==> src/rtl/uart_stress_ctrl_if.sv <==
// uart_stress_ctrl_if: receive and transmit word streams between the stress
// controller (slave side) and the UART or test environment (master side).
interface uart_stress_ctrl_if #(
  parameter int data_bits_p = 8
);
  logic                   rx_v_i;
  logic [data_bits_p-1:0] rx_i;
  logic                   rx_yumi_o;
  logic                   tx_v_o;
  logic [data_bits_p-1:0] tx_o;
  logic                   tx_ready_and_i;

  modport slave (
    input  rx_v_i, rx_i, tx_ready_and_i,
    output rx_yumi_o, tx_v_o, tx_o
  );

  modport master (
    output rx_v_i, rx_i, tx_ready_and_i,
    input  rx_yumi_o, tx_v_o, tx_o
  );
endinterface

==> src/rtl/uart_stress_ctrl.sv <==
// uart_stress_ctrl: UART stress-test controller. Modes: 0 loopback (IDLE only),
// 1 generate an incrementing burst, 2 check an incrementing burst, 3 both.
// Optional feature macro UART_STRESS_TIMEOUT_EN adds a receive watchdog that
// sets err_sticky_o[3] and forces DONE when rx stalls too long in a check run.
module uart_stress_ctrl #(
  parameter int data_bits_p      = 8,
  parameter int count_width_p    = 16,
  parameter int burst_len_p      = 256,
  parameter int timeout_cycles_p = 3000000
) (
  input  logic                     clock,
  input  logic                     reset,
  uart_stress_ctrl_if.slave        stream,
  input  logic [1:0]               mode_i,
  input  logic                     start_i,
  input  logic                     clear_i,
  input  logic                     rx_parity_error_i,
  input  logic                     rx_frame_error_i,
  input  logic                     rx_overflow_error_i,
  output logic [3:0]               err_sticky_o,
  output logic [count_width_p-1:0] rx_cnt_o,
  output logic [count_width_p-1:0] mismatch_cnt_o,
  output logic                     busy_o,
  output logic                     done_o
);

  if (data_bits_p < 5 || data_bits_p > 9 || burst_len_p < 1 ||
      count_width_p < 1 || timeout_cycles_p < 1) begin : g_bad_params
    $error("uart_stress_ctrl: parameter out of range");
  end

  typedef enum logic [1:0] {IDLE, RUN, DONE} state_t;

  localparam int burst_w_lp = $clog2(burst_len_p + 1);
  localparam logic [burst_w_lp-1:0] burst_lp = burst_w_lp'(burst_len_p);

  state_t                   state;
  logic [1:0]               mode_r;
  logic [data_bits_p-1:0]   tx_word;
  logic [data_bits_p-1:0]   exp_word;
  logic [burst_w_lp-1:0]    sent_cnt;
  logic [burst_w_lp-1:0]    recv_cnt;
  logic [count_width_p-1:0] rx_cnt;
  logic [count_width_p-1:0] mismatch_cnt;
  logic [2:0]               uart_sticky;
  logic                     timeout_sticky;
  logic                     timeout_hit;

  logic loopback, gen_done, chk_done, gen_active, chk_active;
  logic tx_fire, rx_fire, mismatch, launch, run_exit;

  // Decode the current state into handshake qualifiers and the start/exit conditions
  always_comb begin
    loopback   = (state == IDLE) && (mode_i == 2'd0);
    gen_done   = (sent_cnt == burst_lp);
    chk_done   = (recv_cnt == burst_lp);
    gen_active = (state == RUN) && mode_r[0] && !gen_done;
    chk_active = (state == RUN) && mode_r[1] && !chk_done;
    tx_fire    = gen_active && stream.tx_ready_and_i;
    rx_fire    = chk_active && stream.rx_v_i;
    mismatch   = rx_fire && (stream.rx_i != exp_word);
    launch     = start_i && !clear_i && (mode_i != 2'd0) && (state != RUN);
    case (mode_r)
      2'd1:    run_exit = gen_done;
      2'd2:    run_exit = chk_done;
      2'd3:    run_exit = gen_done && chk_done;
      default: run_exit = 1'b0;
    endcase
  end

  assign stream.tx_v_o    = loopback ? stream.rx_v_i : gen_active;
  assign stream.tx_o      = loopback ? stream.rx_i : tx_word;
  assign stream.rx_yumi_o = loopback ? (stream.rx_v_i && stream.tx_ready_and_i) : stream.rx_v_i;

  // Main controller: state, latched mode, pattern words and statistics
  always_ff @(posedge clock) begin
    if (reset) begin
      state        <= IDLE;
      mode_r       <= 2'd0;
      tx_word      <= '0;
      exp_word     <= '0;
      sent_cnt     <= '0;
      recv_cnt     <= '0;
      rx_cnt       <= '0;
      mismatch_cnt <= '0;
    end else if (clear_i) begin
      state        <= IDLE;
      tx_word      <= '0;
      exp_word     <= '0;
      sent_cnt     <= '0;
      recv_cnt     <= '0;
      rx_cnt       <= '0;
      mismatch_cnt <= '0;
    end else if (launch) begin
      state        <= RUN;
      mode_r       <= mode_i;
      tx_word      <= '0;
      exp_word     <= '0;
      sent_cnt     <= '0;
      recv_cnt     <= '0;
      rx_cnt       <= '0;
      mismatch_cnt <= '0;
    end else if (state == RUN) begin
      if (tx_fire) begin
        tx_word  <= tx_word + data_bits_p'(1);
        sent_cnt <= sent_cnt + burst_w_lp'(1);
      end
      if (rx_fire) begin
        recv_cnt <= recv_cnt + burst_w_lp'(1);
        exp_word <= stream.rx_i + data_bits_p'(1);
        if (rx_cnt != '1) rx_cnt <= rx_cnt + count_width_p'(1);
        if (mismatch && (mismatch_cnt != '1)) mismatch_cnt <= mismatch_cnt + count_width_p'(1);
      end
      if (run_exit || timeout_hit) state <= DONE;
    end
  end

  // UART error stickies: a pulse in the same cycle as clear/start still lands
  always_ff @(posedge clock) begin
    if (reset) begin
      uart_sticky <= 3'b000;
    end else begin
      uart_sticky <= ((clear_i || launch) ? 3'b000 : uart_sticky) |
                     {rx_overflow_error_i, rx_frame_error_i, rx_parity_error_i};
    end
  end

`ifdef UART_STRESS_TIMEOUT_EN
  localparam int wd_w_lp = $clog2(timeout_cycles_p + 1);
  localparam logic [wd_w_lp-1:0] wd_last_lp = wd_w_lp'(timeout_cycles_p - 1);

  logic [wd_w_lp-1:0] wd_cnt;

  assign timeout_hit = chk_active && !stream.rx_v_i && (wd_cnt == wd_last_lp);

  // Watchdog: clocks since RUN entry or the last accepted rx word
  always_ff @(posedge clock) begin
    if (reset || clear_i || launch || rx_fire || (state != RUN)) begin
      wd_cnt <= '0;
    end else if (chk_active) begin
      wd_cnt <= wd_cnt + wd_w_lp'(1);
    end
  end

  // Timeout sticky survives DONE until the next clear or start
  always_ff @(posedge clock) begin
    if (reset || clear_i || launch) begin
      timeout_sticky <= 1'b0;
    end else if (timeout_hit) begin
      timeout_sticky <= 1'b1;
    end
  end
`else
  assign timeout_hit    = 1'b0;
  assign timeout_sticky = 1'b0;
`endif

  assign err_sticky_o   = {timeout_sticky, uart_sticky};
  assign rx_cnt_o       = rx_cnt;
  assign mismatch_cnt_o = mismatch_cnt;
  assign busy_o         = (state == RUN);
  assign done_o         = (state == DONE);

endmodule

==> src/flat_wrapper.sv <==
// flat-port wrapper written by rule: the top's interface ports become plain ports
module uart_stress_ctrl_flat 
#(
  parameter int data_bits_p      = 8,
  parameter int count_width_p    = 16,
  parameter int burst_len_p      = 256,
  parameter int timeout_cycles_p = 3000000
)
  (clock, reset, mode_i, start_i, clear_i, rx_parity_error_i, rx_frame_error_i, rx_overflow_error_i, err_sticky_o, rx_cnt_o, mismatch_cnt_o, busy_o, done_o, stream_rx_v_i, stream_rx_i, stream_tx_ready_and_i, stream_rx_yumi_o, stream_tx_v_o, stream_tx_o);
  uart_stress_ctrl_if #(.data_bits_p(data_bits_p)) stream_i ();
  input  logic clock;
  input  logic reset;
  input  logic [1:0] mode_i;
  input  logic start_i;
  input  logic clear_i;
  input  logic rx_parity_error_i;
  input  logic rx_frame_error_i;
  input  logic rx_overflow_error_i;
  output logic [3:0] err_sticky_o;
  output logic [count_width_p-1:0] rx_cnt_o;
  output logic [count_width_p-1:0] mismatch_cnt_o;
  output logic busy_o;
  output logic done_o;
  input wire logic [$bits(stream_i.rx_v_i)-1:0] stream_rx_v_i;
  input wire logic [$bits(stream_i.rx_i)-1:0] stream_rx_i;
  input wire logic [$bits(stream_i.tx_ready_and_i)-1:0] stream_tx_ready_and_i;
  output wire logic [$bits(stream_i.rx_yumi_o)-1:0] stream_rx_yumi_o;
  output wire logic [$bits(stream_i.tx_v_o)-1:0] stream_tx_v_o;
  output wire logic [$bits(stream_i.tx_o)-1:0] stream_tx_o;
  assign stream_i.rx_v_i = stream_rx_v_i;
  assign stream_i.rx_i = stream_rx_i;
  assign stream_i.tx_ready_and_i = stream_tx_ready_and_i;
  assign stream_rx_yumi_o = stream_i.rx_yumi_o;
  assign stream_tx_v_o = stream_i.tx_v_o;
  assign stream_tx_o = stream_i.tx_o;
  uart_stress_ctrl #(.data_bits_p(data_bits_p), .count_width_p(count_width_p), .burst_len_p(burst_len_p), .timeout_cycles_p(timeout_cycles_p)) u_core (.clock(clock), .reset(reset), .stream(stream_i), .mode_i(mode_i), .start_i(start_i), .clear_i(clear_i), .rx_parity_error_i(rx_parity_error_i), .rx_frame_error_i(rx_frame_error_i), .rx_overflow_error_i(rx_overflow_error_i), .err_sticky_o(err_sticky_o), .rx_cnt_o(rx_cnt_o), .mismatch_cnt_o(mismatch_cnt_o), .busy_o(busy_o), .done_o(done_o));
endmodule
==> config.mk <==
export PLATFORM = sky130hd
export DESIGN_NAME = uart_stress_ctrl_flat
export DESIGN_NICKNAME = d
export VERILOG_FILES = /design/src/rtl/uart_stress_ctrl_if.sv /design/src/rtl/uart_stress_ctrl.sv /design/src/flat_wrapper.sv
export SDC_FILE = /design/constraint.sdc
export NUM_CORES = 1
export LEC_CHECK = 0
export CAP_MARGIN = 20
export CORE_MARGIN = 4
export CORE_UTILIZATION = 50
export CTS_BUF_LIST = sky130_fd_sc_hd__clkbuf_8
export DETAILED_ROUTE_END_ITERATION = 7
export GPL_TIMING_DRIVEN = 0
export PLACE_DENSITY_LB_ADDON = 0.3
export SYNTH_ARGS = -nofsm -noshare
export SYNTH_HDL_FRONTEND = slang
export SYNTH_SLANG_ARGS = --single-unit
==> constraint.sdc <==
create_clock -name clock -period 7.5 [get_ports clock]
set_input_delay 2.25 -clock clock [delete_from_list [all_inputs] [get_ports clock]]
set_output_delay 2.25 -clock clock [all_outputs]
set_load 0.01 [all_outputs]
==> metrics <==
sum of internal, switching and leakage power 711 uW; RePlAce Congestion 0.840; die area 8920 um^2; final instance area 4690 um^2; root cell of the clock tree sky130_fd_sc_hd__clkbuf_8; Via density 5.59; final hold violation count 0; fraction of final layout cells sized beyond drive strength 1 7.74%; Iteration-0 DRC Markers 169; Inserted Clock Buffers 9; number of nets in the synthesized netlist 462; initial standard-cell utilization of the core 51.5%; transition at the pin with the smallest max-transition slack 0.898 ns; number of warnings reported in the yosys synthesis log 0; Critical Path Sink Type output port; final-layout setup total negative slack 0 ns; Peak supply drop 0.102 mV; Via Count 3441; top library cells by usage in the layout, fill and taps aside sky130_fd_sc_hd__dfxtp_1 (73), sky130_fd_sc_hd__clkdlybuf4s50_1 (65), sky130_fd_sc_hd__nor2_1 (51); maximum number of pins on one net before global-route repair 14; Clock Path Buffers 2; worst max-slew margin expressed relative to the limit 39.3%; DIE HEIGHT 94.4 um; clk sink count 73; post-route setup slack 1.02 ns; classification of the worst-slack hold path flop to flop; core outline area 7250 um^2; global-route wire length before repair 15.0 mm; Final ANT Viol Nets 0; half-perimeter wire length after detailed placement 6.53 mm; initial antenna violation count 0; final cycle utilization of the critical path 86.5%; Place WS 0.650 ns; #FFs+latches synth 73; CP startpoint kind input port; synthesized area per cell 8.59 um^2; most instantiated flip-flop cell in the synthesis netlist sky130_fd_sc_hd__dfxtp_1; outcome complete, no violations; count of nets after finishing 539; total of endpoints with negative setup slack in the final report 0; Post-synth EDFFs 0; number of gates resized after cts 0; number of global-route vias before repair 3286; Clock Pin Slew Worst Setup and Hold Paths 0.07 ns; final critical path time including I/O delays and setup 6.48 ns; Synth async-reset ratio 0%; maximum frequency from static timing analysis 0.154 GHz; # fillers 642; First-pass DRT Iterations 5; commonest non-fill, non-tap cell in the layout sky130_fd_sc_hd__dfxtp_1; post-CTS setup-driven buffer insertion count 0; power density cells 152 nW/um^2; count of pins over their slew limit 0; total wire length after detailed routing 8.89 mm; sequential element share of the synthesized area 39.1%; TritonCTS clock tree yes; number of I/O pins 67; largest fanout on the critical path 8; layout overhead on the synthesized area 25.5%; leakage power figure 0.00152 uW; required time of the critical path 5.25 ns; Post-Place Cell Area 4510 um^2; placement row count 31; number of I/O port buffers 65; number of standard cells after synthesis 435; Critical Path AT 4.23 ns; Post-CTS Hold Fix Bufs 0; Mapped Area 3740 um^2; aggregate global routing overflow 0; antenna diode instance count 0; critical setup path kind input port to output port; die span in x 94.4 um; RSZ-0062 raised after global routing no; H-Tree Depth 3; drc violations 0; maximum clock skew at final layout 0.00815 ns; max-capacitance violation count 0; later-pin clock latency in the skew report 0.35 ns; routed length per instance 14.4 um; global-route usage over all layers 21.0%; number of different library cells in the post-synthesis netlist 53
[final timing paths]
kind	end	slack, ns	start	cells after the start
max reg2reg	u_core.mismatch_cnt_o[1]	4.93	u_core.recv_cnt[0]	9
min	u_core.uart_sticky[2]	0.46	u_core.uart_sticky[2]	2
max	stream_tx_o[0]	1.02	mode_i[0]	5
min reg2reg	u_core.uart_sticky[2]	0.46	u_core.uart_sticky[2]	2
[per-layer routing]
layer | vias up | global-route usage [%] | wire, um
met4 | 0 | 7.94 | 116
met5 | - | 0 | 0
li1 | 1704 | - | -
met3 | 13 | 4.78 | 434
met2 | 96 | 35.2 | 4340
met1 | 1628 | 26.2 | 4000
[power breakdown]
group | total [uW] | internal (uW) | switching, uW
clock | 270 | 118 | 152
combinational | 49.9 | 25.0 | 24.9
sequential | 391 | 389 | 1.48
[layout make-up]
cell class / count / area [um^2] / share of cell area (%)
multi-input cells: 328 / 2130 / 45.4
flip-flops and latches: 73 / 1460 / 31.2
repair buffers: 66 / 658 / 14.0
clock buffers: 9 / 124 / 2.64
well taps: 99 / 124 / 2.64
plain buffers: 20 / 95.1 / 2.03
inverters: 14 / 52.6 / 1.12
clock inverters: 7 / 47.5 / 1.01
[per-stage QoR]
step	util (%)	std cells	hold WS (ns)
5_1_grt	64.7	616	0.502
6_report	64.7	616	0.460
2_1_floorplan	-	435	0.448
3_5_place_dp	62.2	599	0.450
3_3_place_gp	62.2	599	0.435
4_1_cts	64.6	615	0.471
[cells in the mapped netlist (2+ instances only)]
cell type,instances,area [um^2]
sky130_fd_sc_hd__a2111oi_0,5,43.8
sky130_fd_sc_hd__a211oi_1,13,97.6
sky130_fd_sc_hd__a21oi_1,20,100
sky130_fd_sc_hd__and2_1,3,18.8
sky130_fd_sc_hd__and3_1,10,62.6
sky130_fd_sc_hd__and4_1,5,43.8
sky130_fd_sc_hd__buf_2,7,35.0
sky130_fd_sc_hd__clkbuf_1,11,41.3
sky130_fd_sc_hd__dfxtp_1,73,1460
sky130_fd_sc_hd__ha_1,8,100
sky130_fd_sc_hd__inv_1,14,52.6
sky130_fd_sc_hd__mux2_2,8,90.1
sky130_fd_sc_hd__mux2i_1,7,70.1
sky130_fd_sc_hd__nand2_1,42,158
sky130_fd_sc_hd__nand2b_1,4,25.0
sky130_fd_sc_hd__nand3_1,18,90.1
sky130_fd_sc_hd__nand4_1,14,87.6
sky130_fd_sc_hd__nor2_1,51,191
sky130_fd_sc_hd__nor2b_1,2,12.5
sky130_fd_sc_hd__nor3_1,5,25.0
sky130_fd_sc_hd__nor4_1,8,50.1
sky130_fd_sc_hd__nor4b_1,2,17.5
sky130_fd_sc_hd__o2111ai_1,2,17.5
sky130_fd_sc_hd__o21ai_0,8,40.0
sky130_fd_sc_hd__o31ai_1,7,52.6
sky130_fd_sc_hd__o41ai_1,2,17.5
sky130_fd_sc_hd__or3_1,6,37.5
sky130_fd_sc_hd__or4_1,8,60.1
sky130_fd_sc_hd__xnor2_1,24,210
sky130_fd_sc_hd__xor2_1,25,219
[critical path: stages]
cell and delay (ns):
sky130_fd_sc_hd__clkdlybuf4s50_1 0.45, sky130_fd_sc_hd__nor4_2 0.43, sky130_fd_sc_hd__buf_4 0.25, sky130_fd_sc_hd__mux2_2 0.36, sky130_fd_sc_hd__clkdlybuf4s50_1 0.49
[sequential cells by signal, summed over array words and instances (netlist names)]
register / count
u_core.mismatch_cnt_o: 16
u_core.rx_cnt_o: 16
u_core.recv_cnt: 9
u_core.sent_cnt: 9
u_core.exp_word: 8
u_core.tx_word: 8
u_core.uart_sticky: 3
u_core.mode_r: 2
u_core.state: 2
[cell families (layout without fill, tap and decap cells)]
kind of cell	after synthesis	count (layout)	synth area share, %
other cells	1	1	0.100
compound gates	68	68	12.5
mux	15	15	4.29
simple gates	187	187	25.9
flops	73	73	39.1
buf+inv	34	116	3.95
xor+xnor	49	49	11.5
fa+ha+maj	8	8	2.68
Power figures use the tool's default switching activity.
